[config.mk]
export PLATFORM = sky130hd
export DESIGN_NAME = la_dpram_reader
export DESIGN_NICKNAME = d
export VERILOG_FILES = /design/src/rtl/la_dpram_reader.sv
export SDC_FILE = /design/constraint.sdc
export NUM_CORES = 1
export LEC_CHECK = 0
export ABC_CLOCK_PERIOD_IN_PS = 3200
export BUFFER_PORTS_ARGS = -buffer_cell sky130_fd_sc_hd__buf_4
export CORE_AREA = 3 3 107 119
export DETAILED_ROUTE_END_ITERATION = 6
export DIE_AREA = 0 0 110 122
export GPL_TIMING_DRIVEN = 0
export HOLD_SLACK_MARGIN = 0.02
export PLACE_DENSITY = 0.76
export SYNTH_ARGS = -nofsm -noshare
export SYNTH_HDL_FRONTEND = slang
export SYNTH_SLANG_ARGS = --single-unit
[constraint.sdc]
create_clock -name clk -period 3.2 [get_ports clk]
set_input_delay 0.48 -clock clk [delete_from_list [all_inputs] [get_ports clk]]
set_output_delay 0.48 -clock clk [all_outputs]
set_load 0.01 [all_outputs]
[src/rtl/la_dpram_reader.sv]
// -----------------------------------------------------------------------------
// la_dpram_reader
//
// Streaming read engine for the read port of la_dpram. A start command latches
// a start address and a word count. The engine then reads that many
// consecutive words from the RAM and presents them, in address order, on a
// valid/ready stream. A 2-entry output buffer absorbs the RAM's 1-cycle read
// latency and any consumer backpressure, so one word per cycle is sustained
// while out_ready stays high.
//
// Parameters
//   DW    data width (must match the RAM)
//   AW    address width (must match the RAM)
//   LENW  width of the transfer-length field
//
// Ports
//   clk         in   single clock, shared with the RAM read port
//   rst         in   asynchronous reset, active-high
//   start       in   one-cycle command strobe, honoured only while idle
//   start_addr  in   first word address
//   len         in   number of words to read (0 is legal)
//   busy        out  transfer in progress (RUN, DRAIN, DONE)
//   done        out  one-cycle completion pulse
//   rd_ce       out  RAM read enable
//   rd_addr     out  RAM read address
//   rd_dout     in   RAM read data, valid one clock after rd_ce
//   out_valid   out  stream data valid
//   out_data    out  stream data (buffer head)
//   out_ready   in   consumer accept
// -----------------------------------------------------------------------------
module la_dpram_reader #(
    parameter int DW   = 32,
    parameter int AW   = 10,
    parameter int LENW = 11
) (
    input  logic            clk,
    input  logic            rst,
    input  logic            start,
    input  logic [AW-1:0]   start_addr,
    input  logic [LENW-1:0] len,
    output logic            busy,
    output logic            done,
    output logic            rd_ce,
    output logic [AW-1:0]   rd_addr,
    input  logic [DW-1:0]   rd_dout,
    output logic            out_valid,
    output logic [DW-1:0]   out_data,
    input  logic            out_ready
);

    typedef enum logic [1:0] {
        S_IDLE  = 2'd0,
        S_RUN   = 2'd1,
        S_DRAIN = 2'd2,
        S_DONE  = 2'd3
    } state_t;

    localparam logic [LENW-1:0] LEN_ZERO = '0;
    localparam logic [LENW-1:0] LEN_ONE  = {{(LENW-1){1'b0}}, 1'b1};
    localparam logic [AW-1:0]   ADDR_ONE = {{(AW-1){1'b0}}, 1'b1};

    // Control state
    state_t          state_q,    state_d;
    logic            busy_q,     busy_d;
    logic            done_q,     done_d;
    logic [AW-1:0]   addr_q,     addr_d;
    logic [LENW-1:0] len_q,      len_d;
    logic [LENW-1:0] issued_q,   issued_d;
    logic [LENW-1:0] accepted_q, accepted_d;
    logic            inflight_q, inflight_d;

    // Output buffer: buf0 is always the head, buf1 the second entry
    logic [1:0]      occ_q,      occ_d;
    logic [DW-1:0]   buf0_q,     buf0_d;
    logic [DW-1:0]   buf1_q,     buf1_d;

    logic            pop;
    logic            issue;
    logic [2:0]      level;
    logic            last_issue;
    logic            last_accept;

    assign out_valid = (occ_q != 2'd0);
    assign out_data  = buf0_q;
    assign busy      = busy_q;
    assign done      = done_q;
    assign rd_addr   = addr_q;

    assign pop = out_valid & out_ready;

    // Entries the buffer will hold once the read in flight lands and this
    // cycle's pop leaves. A pop implies occ >= 1, so this never underflows.
    // Issuing only while this is below 2 guarantees the word returned next
    // cycle always has a free slot.
    assign level = {1'b0, occ_q} + {2'b00, inflight_q} - {2'b00, pop};

    assign issue = (state_q == S_RUN) && (issued_q != len_q) && (level < 3'd2);
    assign rd_ce = issue;

    assign last_issue  = issue && ((issued_q + LEN_ONE) == len_q);
    assign last_accept = pop && ((accepted_q + LEN_ONE) == len_q);

    // Buffer next-state: the RAM word arrives exactly one cycle after rd_ce
    // and is written unconditionally; a pop shifts buf1 into the head.
    always_comb begin
        occ_d  = occ_q;
        buf0_d = buf0_q;
        buf1_d = buf1_q;
        unique case ({inflight_q, pop})
            2'b10: begin
                occ_d = occ_q + 2'd1;
                if (occ_q == 2'd0) begin
                    buf0_d = rd_dout;
                end else begin
                    buf1_d = rd_dout;
                end
            end
            2'b01: begin
                occ_d  = occ_q - 2'd1;
                buf0_d = buf1_q;
            end
            2'b11: begin
                // Capture and pop together: occupancy unchanged.
                if (occ_q == 2'd1) begin
                    buf0_d = rd_dout;
                end else begin
                    buf0_d = buf1_q;
                    buf1_d = rd_dout;
                end
            end
            default: begin
            end
        endcase
    end

    // Transfer control next-state
    always_comb begin
        state_d    = state_q;
        busy_d     = busy_q;
        done_d     = 1'b0;
        addr_d     = addr_q;
        len_d      = len_q;
        issued_d   = issued_q;
        accepted_d = accepted_q + {{(LENW-1){1'b0}}, pop};
        inflight_d = issue;

        unique case (state_q)
            S_IDLE: begin
                if (start) begin
                    addr_d     = start_addr;
                    len_d      = len;
                    issued_d   = LEN_ZERO;
                    accepted_d = LEN_ZERO;
                    busy_d     = 1'b1;
                    if (len == LEN_ZERO) begin
                        state_d = S_DONE;
                        done_d  = 1'b1;
                    end else begin
                        state_d = S_RUN;
                    end
                end
            end
            S_RUN: begin
                if (issue) begin
                    addr_d   = addr_q + ADDR_ONE;
                    issued_d = issued_q + LEN_ONE;
                end
                if (last_issue) begin
                    state_d = S_DRAIN;
                end
            end
            S_DRAIN: begin
                if (last_accept) begin
                    state_d = S_DONE;
                    done_d  = 1'b1;
                end
            end
            S_DONE: begin
                state_d = S_IDLE;
                busy_d  = 1'b0;
            end
            default: begin
                state_d = S_IDLE;
                busy_d  = 1'b0;
            end
        endcase
    end

    always_ff @(posedge clk or posedge rst) begin
        if (rst) begin
            state_q    <= S_IDLE;
            busy_q     <= 1'b0;
            done_q     <= 1'b0;
            addr_q     <= '0;
            len_q      <= '0;
            issued_q   <= '0;
            accepted_q <= '0;
            inflight_q <= 1'b0;
            occ_q      <= 2'd0;
            buf0_q     <= '0;
            buf1_q     <= '0;
        end else begin
            state_q    <= state_d;
            busy_q     <= busy_d;
            done_q     <= done_d;
            addr_q     <= addr_d;
            len_q      <= len_d;
            issued_q   <= issued_d;
            accepted_q <= accepted_d;
            inflight_q <= inflight_d;
            occ_q      <= occ_d;
            buf0_q     <= buf0_d;
            buf1_q     <= buf1_d;
        end
    end

endmodule

# Word level (Yosys, flattened, before mapping)
# Cells that the tools add are included.
[op_classes]
n_addsub = 8
n_bitwise = 1
order_cmp = 1
n_eq_ne = 17
muxes = 26
n_reduce_logical = 19
[ops]
columns = ["operator", "n"]
rows = [
  ["$mux W32", 4],
  ["$pmux W32 S3", 1],
  ["$pmux W32 S2", 1],
  ["$mux W11", 4],
  ["$add A11 B1 Y11 const B", 2],
  ["$eq A11 B11 Y1", 2],
  ["$pmux W11 S2", 1],
  ["$mux W10", 2],
  ["$pmux W10 S2", 1],
  ["$ne A2 B2 Y1 const B", 7],
  ["$add A11 B1 Y11", 1],
  ["$logic_not A11 Y1", 1],
  ["$ne A11 B11 Y1", 1],
  ["$add A10 B1 Y10 const B", 1],
  ["$reduce_bool A2 Y1", 5],
  ["$reduce_and A3 Y1", 3],
  ["$eq A2 B2 Y1 const B", 4],
  ["$mux W2", 4],
  ["$pmux W2 S4", 1],
  ["$eq A2 B1 Y1 const B", 3],
  ["$reduce_and A2 Y1", 3],
  ["$logic_and A1 B1 Y1", 4],
  ["$logic_not A2 Y1", 2],
  ["$mux W1", 4],
  ["other kinds (9)", 10],
]
[totals]
reg_bits = 114
word_cells = 83
input_bits = 57
output_inout_bits = 46

# Depth between registers and ports, before layout
# Gate-level depths: netlist of run 1.
[depth]
word_depth = 8
depth_mapped = 15
depth_no_buf = 13

# Worst setup path after synthesis of run 1
# No wires, ideal clock.
[synth_path]
path_kind = "flip-flop to flip-flop"
start = "register occ_q[1]"
end = "register issued_q[7]"
setup_slack_ns = 0.388
n_path_buf = 2
t_arrival_ns = 2.683
synth_period_minus_slack_ns = 2.812
required_ns = 3.071
path_stages_with_launch = 15
setup_time_ns = 0.129
cell_sequence = "dfrtp_1 -> inv_1 -> ha_1 -> nand2b_1 -> clkbuf_1 -> nor2_1 -> o21ai_0 -> fa_1 -> xnor2_1 -> nand3_1 -> a21oi_2 -> o21ai_4 -> buf_2 -> o21ai_1 -> o41ai_1"
[synth_between]
elab_chain_len = 7
word_cells_on_any_way = 8
classes_between = "add/sub: 2; order compare: 1; eq/ne: 1; bitwise: 1; reduce/logical: 3"
[synth_rtl]
columns = ["item", "line_no", "text"]
rows = [
  ["start, declared", "73", "logic [1:0] occ_q, occ_d;"],
  ["start signal, assigned", "199", "occ_q <= 2'd0;"],
  ["start signal, assigned", "211", "occ_q <= occ_d;"],
  ["branches (longest 2 deep; another with $add A2 B1 Y3)", "n/a", ""],
  ["$sub A3 B1 Y3 (*)", "95", "assign level = {1'b0, occ_q} + {2'b00, inflight_q} - {2'b00, pop};"],
  ["$lt A3 B2 Y1 (*)", "97", "assign issue = (state_q == S_RUN) && (issued_q != len_q) && (level < 3'd2);"],
  ["$logic_and A1 B1 Y1 (*)", "97", ""],
  ["net rd_ce", "43", "output logic rd_ce,"],
  ["$ne A2 B2 Y1 (no line) (*)", "n/a", ""],
  ["$reduce_and A3 Y1 (no line) (*)", "n/a", ""],
  ["end signal, assigned", "208", "issued_q <= issued_d;"],
  ["end, declared", "68", "logic [LENW-1:0] issued_q, issued_d;"],
]
# Mark *: on every way through the listed nets, which the timed path passes.
# A chain may end at the register's enable or synchronous reset.

# Worst setup path after layout of run 1
[layout_path]
start = "register occ_q[0]"
end = "output port rd_ce"
[layout_between]
elab_chain_len = 5
word_cells_on_any_way = 6
classes_between = "add/sub: 2; order compare: 1; bitwise: 1; reduce/logical: 2"
[layout_rtl]
columns = ["item", "line_no"]
rows = [
  ["branches (longest 2 deep; another with $add A2 B1 Y3)", "n/a"],
  ["$sub A3 B1 Y3 (*)", "95"],
  ["$lt A3 B2 Y1 (*)", "97"],
  ["$logic_and A1 B1 Y1 (*)", "97"],
  ["end, declared", "43"],
]
# Every way passes the cells marked *.

==> run_summary.xml, run 1 <==
<?xml version="1.0" encoding="UTF-8"?>
<metrics>
  <group name="outcome">
    <metric name="status" unit="">finished clean</metric>
  </group>
  <group name="timing">
    <metric name="min_period" unit="ps">2980</metric>
    <metric name="fin_worst_skew" unit="ps">7.99</metric>
    <metric name="share_of_the_clock_period_used_by_the_worst_path" unit="">0.931</metric>
    <metric name="final_max_slew_viol_count" unit="">0</metric>
    <metric name="finalSetupViolCount" unit="">0</metric>
    <metric name="final_hold_viol_count" unit="">0</metric>
    <metric name="fmax" unit="MHz">336</metric>
    <metric name="rsz0062_at_grt" unit="">false</metric>
    <metric name="worstMarginPinSlew" unit="ps">688</metric>
    <metric name="max_slew_margin" unit="">0.541</metric>
    <metric name="final_worst_hold_slack" unit="ps">158</metric>
  </group>
  <group name="global_route">
    <metric name="grt.overflow.total" unit="">0</metric>
    <metric name="grt_usage" unit="">0.226</metric>
    <metric name="grt_pass1_vias" unit="">5044</metric>
    <metric name="gr-usage-met3" unit="">0.0753</metric>
    <metric name="wire_length_of_the_first_global_routing_pass" unit="microns">23800</metric>
    <metric name="grt.met1_usage" unit="">0.265</metric>
    <metric name="grt_antenna_before_repair" unit="">0</metric>
    <metric name="maximum_number_of_pins_on_one_net_before_global_route_repair" unit="">33</metric>
    <metric name="grtUsageMet2" unit="">0.390</metric>
    <metric name="global_route.peak_usage_layer" unit="">met2</metric>
  </group>
  <group name="clock_network">
    <metric name="total_number_of_h_tree_levels" unit="">4</metric>
    <metric name="cts_hold_repair.buffers" unit="">0</metric>
    <metric name="cts_root_buf" unit="">sky130_fd_sc_hd__clkbuf_16</metric>
    <metric name="tritoncts_num_sinks" unit="">114</metric>
    <metric name="clock_tree.buffer_depth" unit="">2</metric>
    <metric name="number_of_buffers_created_by_cts" unit="">17</metric>
    <metric name="insertion_delay" unit="ps">410</metric>
    <metric name="clkTransAtPathRegs" unit="ps">60</metric>
    <metric name="tritoncts_clock_tree" unit="">built</metric>
  </group>
  <group name="power_and_ir_drop">
    <metric name="clock_power_share" unit="">0.266</metric>
    <metric name="p_int" unit="mW">4.76</metric>
    <metric name="switching_fraction" unit="">0.370</metric>
    <metric name="sw_power" unit="mW">2.79</metric>
    <metric name="power.sequential.fraction" unit="">0.329</metric>
    <metric name="total_power_consumption" unit="mW">7.55</metric>
    <metric name="p_leak" unit="nW">3.44</metric>
    <metric name="power_density" unit="nW/um^2">992</metric>
    <metric name="power.ir.vdd_worst" unit="mV">0.610</metric>
    <metric name="power.share.combinational" unit="">0.404</metric>
  </group>
  <group name="synth">
    <metric name="yosys.area_share.xor_xnor" unit="">0.0663</metric>
    <metric name="simple_gate_share_of_the_synthesized_area" unit="">0.160</metric>
    <metric name="synth_compound_area_frac" unit="">0.157</metric>
    <metric name="post_synth_num_cell_types" unit="">59</metric>
    <metric name="yosys-mux-area-fraction" unit="">0.0695</metric>
    <metric name="ys_warn_count" unit="">0</metric>
    <metric name="synthCells" unit="">604</metric>
    <metric name="syn-mean-instance-area" unit="sq um">9.78</metric>
    <metric name="post_synth_instance_area" unit="sq um">5900</metric>
    <metric name="ys_seq_area_frac" unit="">0.483</metric>
    <metric name="synth_ff_type" unit="">sky130_fd_sc_hd__dfrtp_1</metric>
    <metric name="synth_nets" unit="">674</metric>
    <metric name="synth.ff_latch_count" unit="">114</metric>
    <metric name="ys_async_sr_fraction" unit="">1.00</metric>
    <metric name="yosys.area_share.adder" unit="">0.0288</metric>
    <metric name="synth_enable_flop_cells" unit="">0</metric>
    <metric name="main_combinational_cell_family_by_area_after_synthesis" unit="">simple AND/OR/NAND/NOR gates</metric>
  </group>
  <group name="cells_and_area">
    <metric name="drive_above_1_share" unit="">0.264</metric>
    <metric name="filler_cells" unit="">906</metric>
    <metric name="commonest_non_fill_non_tap_cell_in_the_layout" unit="">sky130_fd_sc_hd__dfrtp_1</metric>
    <metric name="layout-area-overhead-vs-synth" unit="%">28.9</metric>
    <metric name="fin_cells" unit="">893</metric>
    <metric name="fin_nets" unit="">800</metric>
    <metric name="final_util" unit="">0.659</metric>
    <metric name="num_antenna_cells" unit="">0</metric>
    <metric name="mostFrequentLayoutCells" unit="">sky130_fd_sc_hd__dfrtp_1 (112), sky130_fd_sc_hd__buf_4 (106), sky130_fd_sc_hd__nand2_1 (91)</metric>
  </group>
  <group name="worst_setup_path">
    <metric name="reg2reg_slack" unit="ps">310</metric>
    <metric name="worst_setup_path_end_kind" unit="">primary output</metric>
    <metric name="crit_cells" unit="">10</metric>
    <metric name="reg2reg_to" unit="">rd_addr[9]$_DFFE_PP0P_</metric>
    <metric name="path_common_cell" unit="">sky130_fd_sc_hd__inv_2</metric>
    <metric name="timing.critical_path.slowest_stage_cell" unit="">sky130_fd_sc_hd__fa_2</metric>
    <metric name="timing.critical_path.from" unit="">occ_q[0]$_DFFE_PP0P_</metric>
    <metric name="cp_top_family" unit="">adder cells</metric>
    <metric name="critPathRequiredTime" unit="ps">2720</metric>
    <metric name="worst_setup_path_start_kind" unit="">register</metric>
    <metric name="crit_path_end" unit="">rd_ce</metric>
    <metric name="max_stage_delay" unit="ps">540</metric>
    <metric name="critical_path_type" unit="">reg -&gt; out</metric>
    <metric name="worst_r2r_path_depth" unit="">14</metric>
    <metric name="crit_path_max_fanout" unit="">7</metric>
    <metric name="r2r-start" unit="">occ_q[1]$_DFFE_PP0P_</metric>
    <metric name="chain_of_cells_forming_the_critical_path" unit="">inv_2, ha_4, nand2b_4, inv_2, nor2_1, o21ai_0, fa_2, nand3_1, a21oi_4, buf_4</metric>
    <metric name="critical_path_buf_inv_count" unit="">3</metric>
    <metric name="signal_arrival_time_at_the_worst_endpoint" unit="ps">2500</metric>
  </group>
  <group name="routing">
    <metric name="drtAntennaViolNets" unit="">0</metric>
    <metric name="routed_wire_length_per_instance" unit="microns">16.5</metric>
    <metric name="first_iter_violations" unit="">236</metric>
    <metric name="post_dr_vias_cell" unit="">5.71</metric>
    <metric name="detailed_route_drc_error_count" unit="">0</metric>
    <metric name="detailedRoute.firstPassIterationCount" unit="">5</metric>
    <metric name="via_count" unit="">5097</metric>
    <metric name="route.final.wire_length" unit="microns">14700</metric>
  </group>
  <group name="placement">
    <metric name="detailedPlacementHpwl" unit="microns">10600</metric>
    <metric name="port_buffers" unit="">102</metric>
    <metric name="place_inst" unit="">859</metric>
    <metric name="place.gp.congestion" unit="">0.886</metric>
  </group>
  <group name="floorplan">
    <metric name="placeableCoreArea" unit="sq um">11500</metric>
    <metric name="io_pins" unit="">103</metric>
    <metric name="initial_utilization" unit="">0.512</metric>
    <metric name="die_y" unit="microns">122</metric>
    <metric name="core.rowCount" unit="">41</metric>
    <metric name="die_w" unit="microns">110</metric>
    <metric name="die_area" unit="sq um">13400</metric>
  </group>
  <group name="worst_hold_path">
    <metric name="min_path_type" unit="">in -&gt; async</metric>
  </group>
  <group name="job">
    <metric name="max_cap_violations" unit="">0</metric>
  </group>
</metrics>
-- through the flow --
| stage | setup WS, ps | setup TNS (ps) | instance area (sq um) |
|---|---|---|---|
| global placement | -35.5 | -70.0 | 6860 |
| CTS | 17.0 | 0 | 7570 |
| detailed placement | -66.5 | -205 | 6920 |
| floorplan | 388 | 0 | 5910 |
| finish | 220 | 0 | 7610 |
| global route | 78.5 | 0 | 7610 |
-- power by group through the flow --
stage,combinational (mW),sequential [mW],clock (mW)
finish,3.05,2.49,2.01
global route,3.37,2.56,2.10
CTS,3.04,2.48,2.03
detailed placement,2.99,2.49,0
global placement,2.88,2.46,0
floorplan,1.92,2.49,0
-- synth_stat cells (2+ instances only) --
master | number | area, sq um
sky130_fd_sc_hd__nor2b_1 | 2 | 12.5
sky130_fd_sc_hd__nor2_1 | 36 | 135
sky130_fd_sc_hd__nor3_1 | 6 | 30.0
sky130_fd_sc_hd__mux2i_1 | 5 | 50.1
sky130_fd_sc_hd__clkbuf_1 | 33 | 124
sky130_fd_sc_hd__a22oi_1 | 32 | 240
sky130_fd_sc_hd__mux2_2 | 32 | 360
sky130_fd_sc_hd__inv_1 | 12 | 45.0
sky130_fd_sc_hd__a22o_1 | 2 | 17.5
sky130_fd_sc_hd__or2_2 | 4 | 25.0
sky130_fd_sc_hd__o21ai_1 | 25 | 125
sky130_fd_sc_hd__o2111ai_1 | 2 | 17.5
sky130_fd_sc_hd__a21oi_1 | 16 | 80.1
sky130_fd_sc_hd__o41ai_1 | 2 | 17.5
sky130_fd_sc_hd__and4_1 | 3 | 26.3
sky130_fd_sc_hd__ha_1 | 12 | 150
sky130_fd_sc_hd__and3_1 | 3 | 18.8
sky130_fd_sc_hd__nor4_1 | 5 | 31.3
sky130_fd_sc_hd__xor2_1 | 21 | 184
sky130_fd_sc_hd__and2_0 | 2 | 12.5
sky130_fd_sc_hd__a31oi_1 | 2 | 12.5
sky130_fd_sc_hd__o31ai_1 | 5 | 37.5
sky130_fd_sc_hd__nand2b_1 | 4 | 25.0
sky130_fd_sc_hd__o22a_1 | 8 | 70.1
sky130_fd_sc_hd__dfrtp_1 | 114 | 2850
sky130_fd_sc_hd__or3_1 | 6 | 37.5
sky130_fd_sc_hd__nand3_1 | 20 | 100
sky130_fd_sc_hd__buf_2 | 4 | 20.0
sky130_fd_sc_hd__and2_1 | 5 | 31.3
sky130_fd_sc_hd__o21ai_0 | 34 | 170
sky130_fd_sc_hd__nand2_1 | 91 | 342
sky130_fd_sc_hd__xnor2_1 | 21 | 184
sky130_fd_sc_hd__nand4_1 | 9 | 56.3
-- worst register-to-register path, delay by kind of cell, from the launching register on --
| kind | cells | cell delay [ps] |
|---|---|---|
| mux | 1 | 200 |
| compound gates | 4 | 570 |
| flops | 1 | 420 |
| fa+ha+maj | 2 | 640 |
| buf+inv | 4 | 580 |
| simple gates | 3 | 350 |
-- state kept, by name, indices dropped and copies added, names as in the netlist --
name and cells:
buf1_q 32, out_data 32, accepted_q 11, issued_q 11, len_q 11, rd_addr 10, occ_q 2, state_q 2
busy 1, done 1, inflight_q 1
-- how the worst min path moves through the flow --
stage / cells after the start / from / slack, ps / end
after global placement: 2 / out_data[8]$_DFFE_PP0P_ / 470 / out_data[8]$_DFFE_PP0P_
after global routing: 2 / rst / 190 / out_data[6]$_DFFE_PP0P_
after CTS: 2 / rst / 160 / out_data[1]$_DFFE_PP0P_
after floorplan: 1 / buf1_q[30]$_DFFE_PP0P_ / 480 / buf1_q[30]$_DFFE_PP0P_
after detailed placement: 2 / out_data[4]$_DFFE_PP0P_ / 480 / out_data[4]$_DFFE_PP0P_
final: 2 / rst / 160 / buf1_q[1]$_DFFE_PP0P_
-- cells by family (layout without fill, tap and decap cells) --
kind of cell	count (synthesis)	after routing
AO/OA/AOI/OAI	142	142
XOR/XNOR	43	43
adder cells (fa/ha/maj)	13	13
buffers and inverters	52	191
flip-flops	114	114
multiplexers	37	37
AND/OR/NAND/NOR	203	203
-- metal layers --
layer  part of all wire  vias up
met2               0.52      168
li1                   -     2386
met5                  0        -
met1               0.40     2525
met4              0.012        0
met3              0.071       18
-- final cells by class --
| class | count | area [sq um] | area share |
|---|---|---|---|
| plain buffers | 38 | 159 | 0.0209 |
| clock buffers | 17 | 425 | 0.0559 |
| clock inverters | 15 | 208 | 0.0273 |
| inverters | 13 | 52.6 | 0.00691 |
| multi-input cells | 438 | 2870 | 0.378 |
| flip-flops and latches | 114 | 2860 | 0.375 |
| well taps | 150 | 188 | 0.0247 |
| repair buffers | 108 | 848 | 0.111 |
-- what timing repair did --
action	in CTS	in global routing
gates resized for setup	3	8
endpoints found under the setup margin	10	16
pin swaps	0	2
setup buffers	1	2
Note: power is estimated with default switching activity, not from simulation.
==> run 2, diff against run 1 <==
CELL_PAD_IN_SITES_DETAIL_PLACEMENT = 1   (was unset)
CELL_PAD_IN_SITES_GLOBAL_PLACEMENT = 2   (was unset)
CORE_AREA = 3 3 140 142   (was 3 3 107 119)
DIE_AREA = 0 0 143 145   (was 0 0 110 122)
MAX_ROUTING_LAYER = met4   (was unset)
PLACE_DENSITY = unset   (was 0.76)
PLACE_DENSITY_LB_ADDON = 0.1   (was unset)
==> run 2 against run 1 <==
Against the previous run: setup slack lost 47 ps; routed wire length up 18%; global-route usage decreased by 5.0 points; core utilization down 25 points; highest routed layer unchanged.
==> run_summary.xml, run 2 (same netlist as run 1, synthesis figures left out) <==
<?xml version="1.0" encoding="UTF-8"?>
<metrics>
  <group name="worst_setup_path">
    <metric name="r2r-start" unit="">occ_q[0]$_DFFE_PP0P_</metric>
    <metric name="critPathRequiredTime" unit="ps">2720</metric>
    <metric name="signal_arrival_time_at_the_worst_endpoint" unit="ps">2550</metric>
    <metric name="reg2reg_to" unit="">issued_q[9]$_DFFE_PP0P_</metric>
    <metric name="worst_setup_path_end_kind" unit="">primary output</metric>
    <metric name="worst_setup_path_start_kind" unit="">register</metric>
    <metric name="worst_r2r_path_depth" unit="">13</metric>
    <metric name="critical_path_type" unit="">reg -&gt; out</metric>
    <metric name="crit_path_max_fanout" unit="">7</metric>
    <metric name="reg2reg_slack" unit="ps">240</metric>
  </group>
  <group name="timing">
    <metric name="fin_worst_skew" unit="ps">10.9</metric>
    <metric name="share_of_the_clock_period_used_by_the_worst_path" unit="">0.946</metric>
    <metric name="rsz0062_at_grt" unit="">false</metric>
    <metric name="max_slew_margin" unit="">0.440</metric>
    <metric name="final_hold_viol_count" unit="">0</metric>
    <metric name="final_worst_hold_slack" unit="ps">120</metric>
    <metric name="finalSetupViolCount" unit="">0</metric>
    <metric name="fmax" unit="MHz">330</metric>
    <metric name="worstMarginPinSlew" unit="ps">840</metric>
    <metric name="min_period" unit="ps">3030</metric>
    <metric name="final_max_slew_viol_count" unit="">0</metric>
  </group>
  <group name="clock_network">
    <metric name="cts_root_buf" unit="">sky130_fd_sc_hd__clkbuf_16</metric>
    <metric name="clkTransAtPathRegs" unit="ps">60</metric>
    <metric name="tritoncts_clock_tree" unit="">built</metric>
    <metric name="clock_tree.buffer_depth" unit="">2</metric>
    <metric name="tritoncts_num_sinks" unit="">114</metric>
    <metric name="number_of_buffers_created_by_cts" unit="">17</metric>
    <metric name="total_number_of_h_tree_levels" unit="">4</metric>
    <metric name="insertion_delay" unit="ps">420</metric>
    <metric name="cts_hold_repair.buffers" unit="">0</metric>
  </group>
  <group name="floorplan">
    <metric name="die_y" unit="microns">145</metric>
    <metric name="die_area" unit="sq um">20700</metric>
    <metric name="placeableCoreArea" unit="sq um">18600</metric>
    <metric name="initial_utilization" unit="">0.318</metric>
    <metric name="io_pins" unit="">103</metric>
    <metric name="die_w" unit="microns">143</metric>
    <metric name="core.rowCount" unit="">50</metric>
  </group>
  <group name="global_route">
    <metric name="grt_pass1_vias" unit="">5389</metric>
    <metric name="grt.overflow.total" unit="">0</metric>
    <metric name="grt_antenna_before_repair" unit="">0</metric>
    <metric name="maximum_number_of_pins_on_one_net_before_global_route_repair" unit="">34</metric>
    <metric name="wire_length_of_the_first_global_routing_pass" unit="microns">28400</metric>
    <metric name="grt_usage" unit="">0.177</metric>
  </group>
  <group name="placement">
    <metric name="detailedPlacementHpwl" unit="microns">12600</metric>
    <metric name="port_buffers" unit="">102</metric>
    <metric name="post_dp_cell_area" unit="sq um">7030</metric>
    <metric name="place.gp.congestion" unit="">0.742</metric>
  </group>
  <group name="routing">
    <metric name="detailed_route_drc_error_count" unit="">0</metric>
    <metric name="drtAntennaViolNets" unit="">0</metric>
    <metric name="post_dr_vias_cell" unit="">5.09</metric>
    <metric name="first_iter_violations" unit="">197</metric>
    <metric name="routed_wire_length_per_instance" unit="microns">17.8</metric>
    <metric name="detailedRoute.firstPassIterationCount" unit="">4</metric>
    <metric name="via_count" unit="">4970</metric>
    <metric name="route.final.wire_length" unit="microns">17400</metric>
  </group>
  <group name="cells_and_area">
    <metric name="design_area" unit="sq um">7640</metric>
    <metric name="final_util" unit="">0.411</metric>
    <metric name="fin_nets" unit="">799</metric>
    <metric name="commonest_non_fill_non_tap_cell_in_the_layout" unit="">sky130_fd_sc_hd__dfrtp_1</metric>
    <metric name="layout-area-overhead-vs-synth" unit="%">29.3</metric>
    <metric name="mostFrequentLayoutCells" unit="">sky130_fd_sc_hd__dfrtp_1 (112), sky130_fd_sc_hd__buf_4 (105), sky130_fd_sc_hd__nand2_1 (91)</metric>
    <metric name="num_antenna_cells" unit="">0</metric>
    <metric name="drive_above_1_share" unit="">0.263</metric>
  </group>
  <group name="power_and_ir_drop">
    <metric name="power.ir.vdd_worst" unit="mV">0.420</metric>
    <metric name="power_density" unit="nW/um^2">971</metric>
    <metric name="p_leak" unit="nW">3.40</metric>
    <metric name="total_power_consumption" unit="mW">7.41</metric>
  </group>
  <group name="worst_hold_path">
    <metric name="min_path_type" unit="">in -&gt; async</metric>
  </group>
  <group name="job">
    <metric name="max_cap_violations" unit="">0</metric>
  </group>
  <group name="outcome">
    <metric name="status" unit="">finished clean</metric>
  </group>
</metrics>
## run 2: worst max path at each step
| stage | start | end | cells past startpoint |
|---|---|---|---|
| final | occ_q[0]$_DFFE_PP0P_ | rd_ce | 11 |
| after global routing | occ_q[1]$_DFFE_PP0P_ | rd_ce | 11 |
| after CTS | occ_q[1]$_DFFE_PP0P_ | rd_ce | 11 |
| after detailed placement | occ_q[1]$_DFFE_PP0P_ | issued_q[9]$_DFFE_PP0P_ | 13 |
| after global placement | occ_q[1]$_DFFE_PP0P_ | issued_q[9]$_DFFE_PP0P_ | 13 |
| after floorplan | occ_q[1]$_DFFE_PP0P_ | issued_q[7]$_DFFE_PP0P_ | 14 |
## run 2: worst max-delay path, cell delays in order (launching register included)
cell                       delay, ps
sky130_fd_sc_hd__dfrtp_2         440
sky130_fd_sc_hd__inv_2            90
sky130_fd_sc_hd__ha_4            160
sky130_fd_sc_hd__nand2b_4        150
sky130_fd_sc_hd__inv_2            80
sky130_fd_sc_hd__nor2_1           90
sky130_fd_sc_hd__o21ai_0         100
sky130_fd_sc_hd__fa_1            400
sky130_fd_sc_hd__xnor2_1         150
sky130_fd_sc_hd__nand3_1         150
sky130_fd_sc_hd__a21oi_4         190
sky130_fd_sc_hd__buf_4           150
## run 2: area by class of cell
class / instances / area (sq um)
Timing Repair Buffer: 107 / 841
Buffer: 38 / 159
Clock buffer: 18 / 439
Clock inverter: 14 / 120
Tap cell: 234 / 293
Sequential cell: 114 / 2860
Multi-Input combinational cell: 438 / 2880
Fill cell: 2107 / 10900
Inverter: 13 / 52.6
## run 2: metal layers
metal / up-vias / part of all wire / track usage / wire (microns)
li1: 2384 / - / - / -
met3: 17 / 0.036 / 0.0336 / 625
met1: 2489 / 0.47 / 0.234 / 8240
met5: - / 0 / - / 0
met2: 80 / 0.48 / 0.277 / 8250
met4: 0 / 0.014 / 0.0485 / 240
## run 2: stage by stage
stage          setup slack [ps]  TNS (ps)  cells
5_1_grt                    14.6         0    976
2_1_floorplan               388         0    604
6_report                    173         0    976
3_3_place_gp               -267     -3350    940
4_1_cts                    1.89         0    975
3_5_place_dp               -383     -3960    943
## run 2: what timing repair did
item                       in CTS  in global routing
pin swaps                       0                  1
resized for setup               5                  6
setup endpoints to repair      24                 10
cloned                          0                  0
buffers inserted                1                  1
## run 2: power by group
group          internal, mW  total [mW]  leakage (nW)  switching (mW)
registers              2.03        2.49          1.43           0.467
logic                  1.42        3.11          1.71            1.69
clock network          1.03        1.81         0.263           0.776
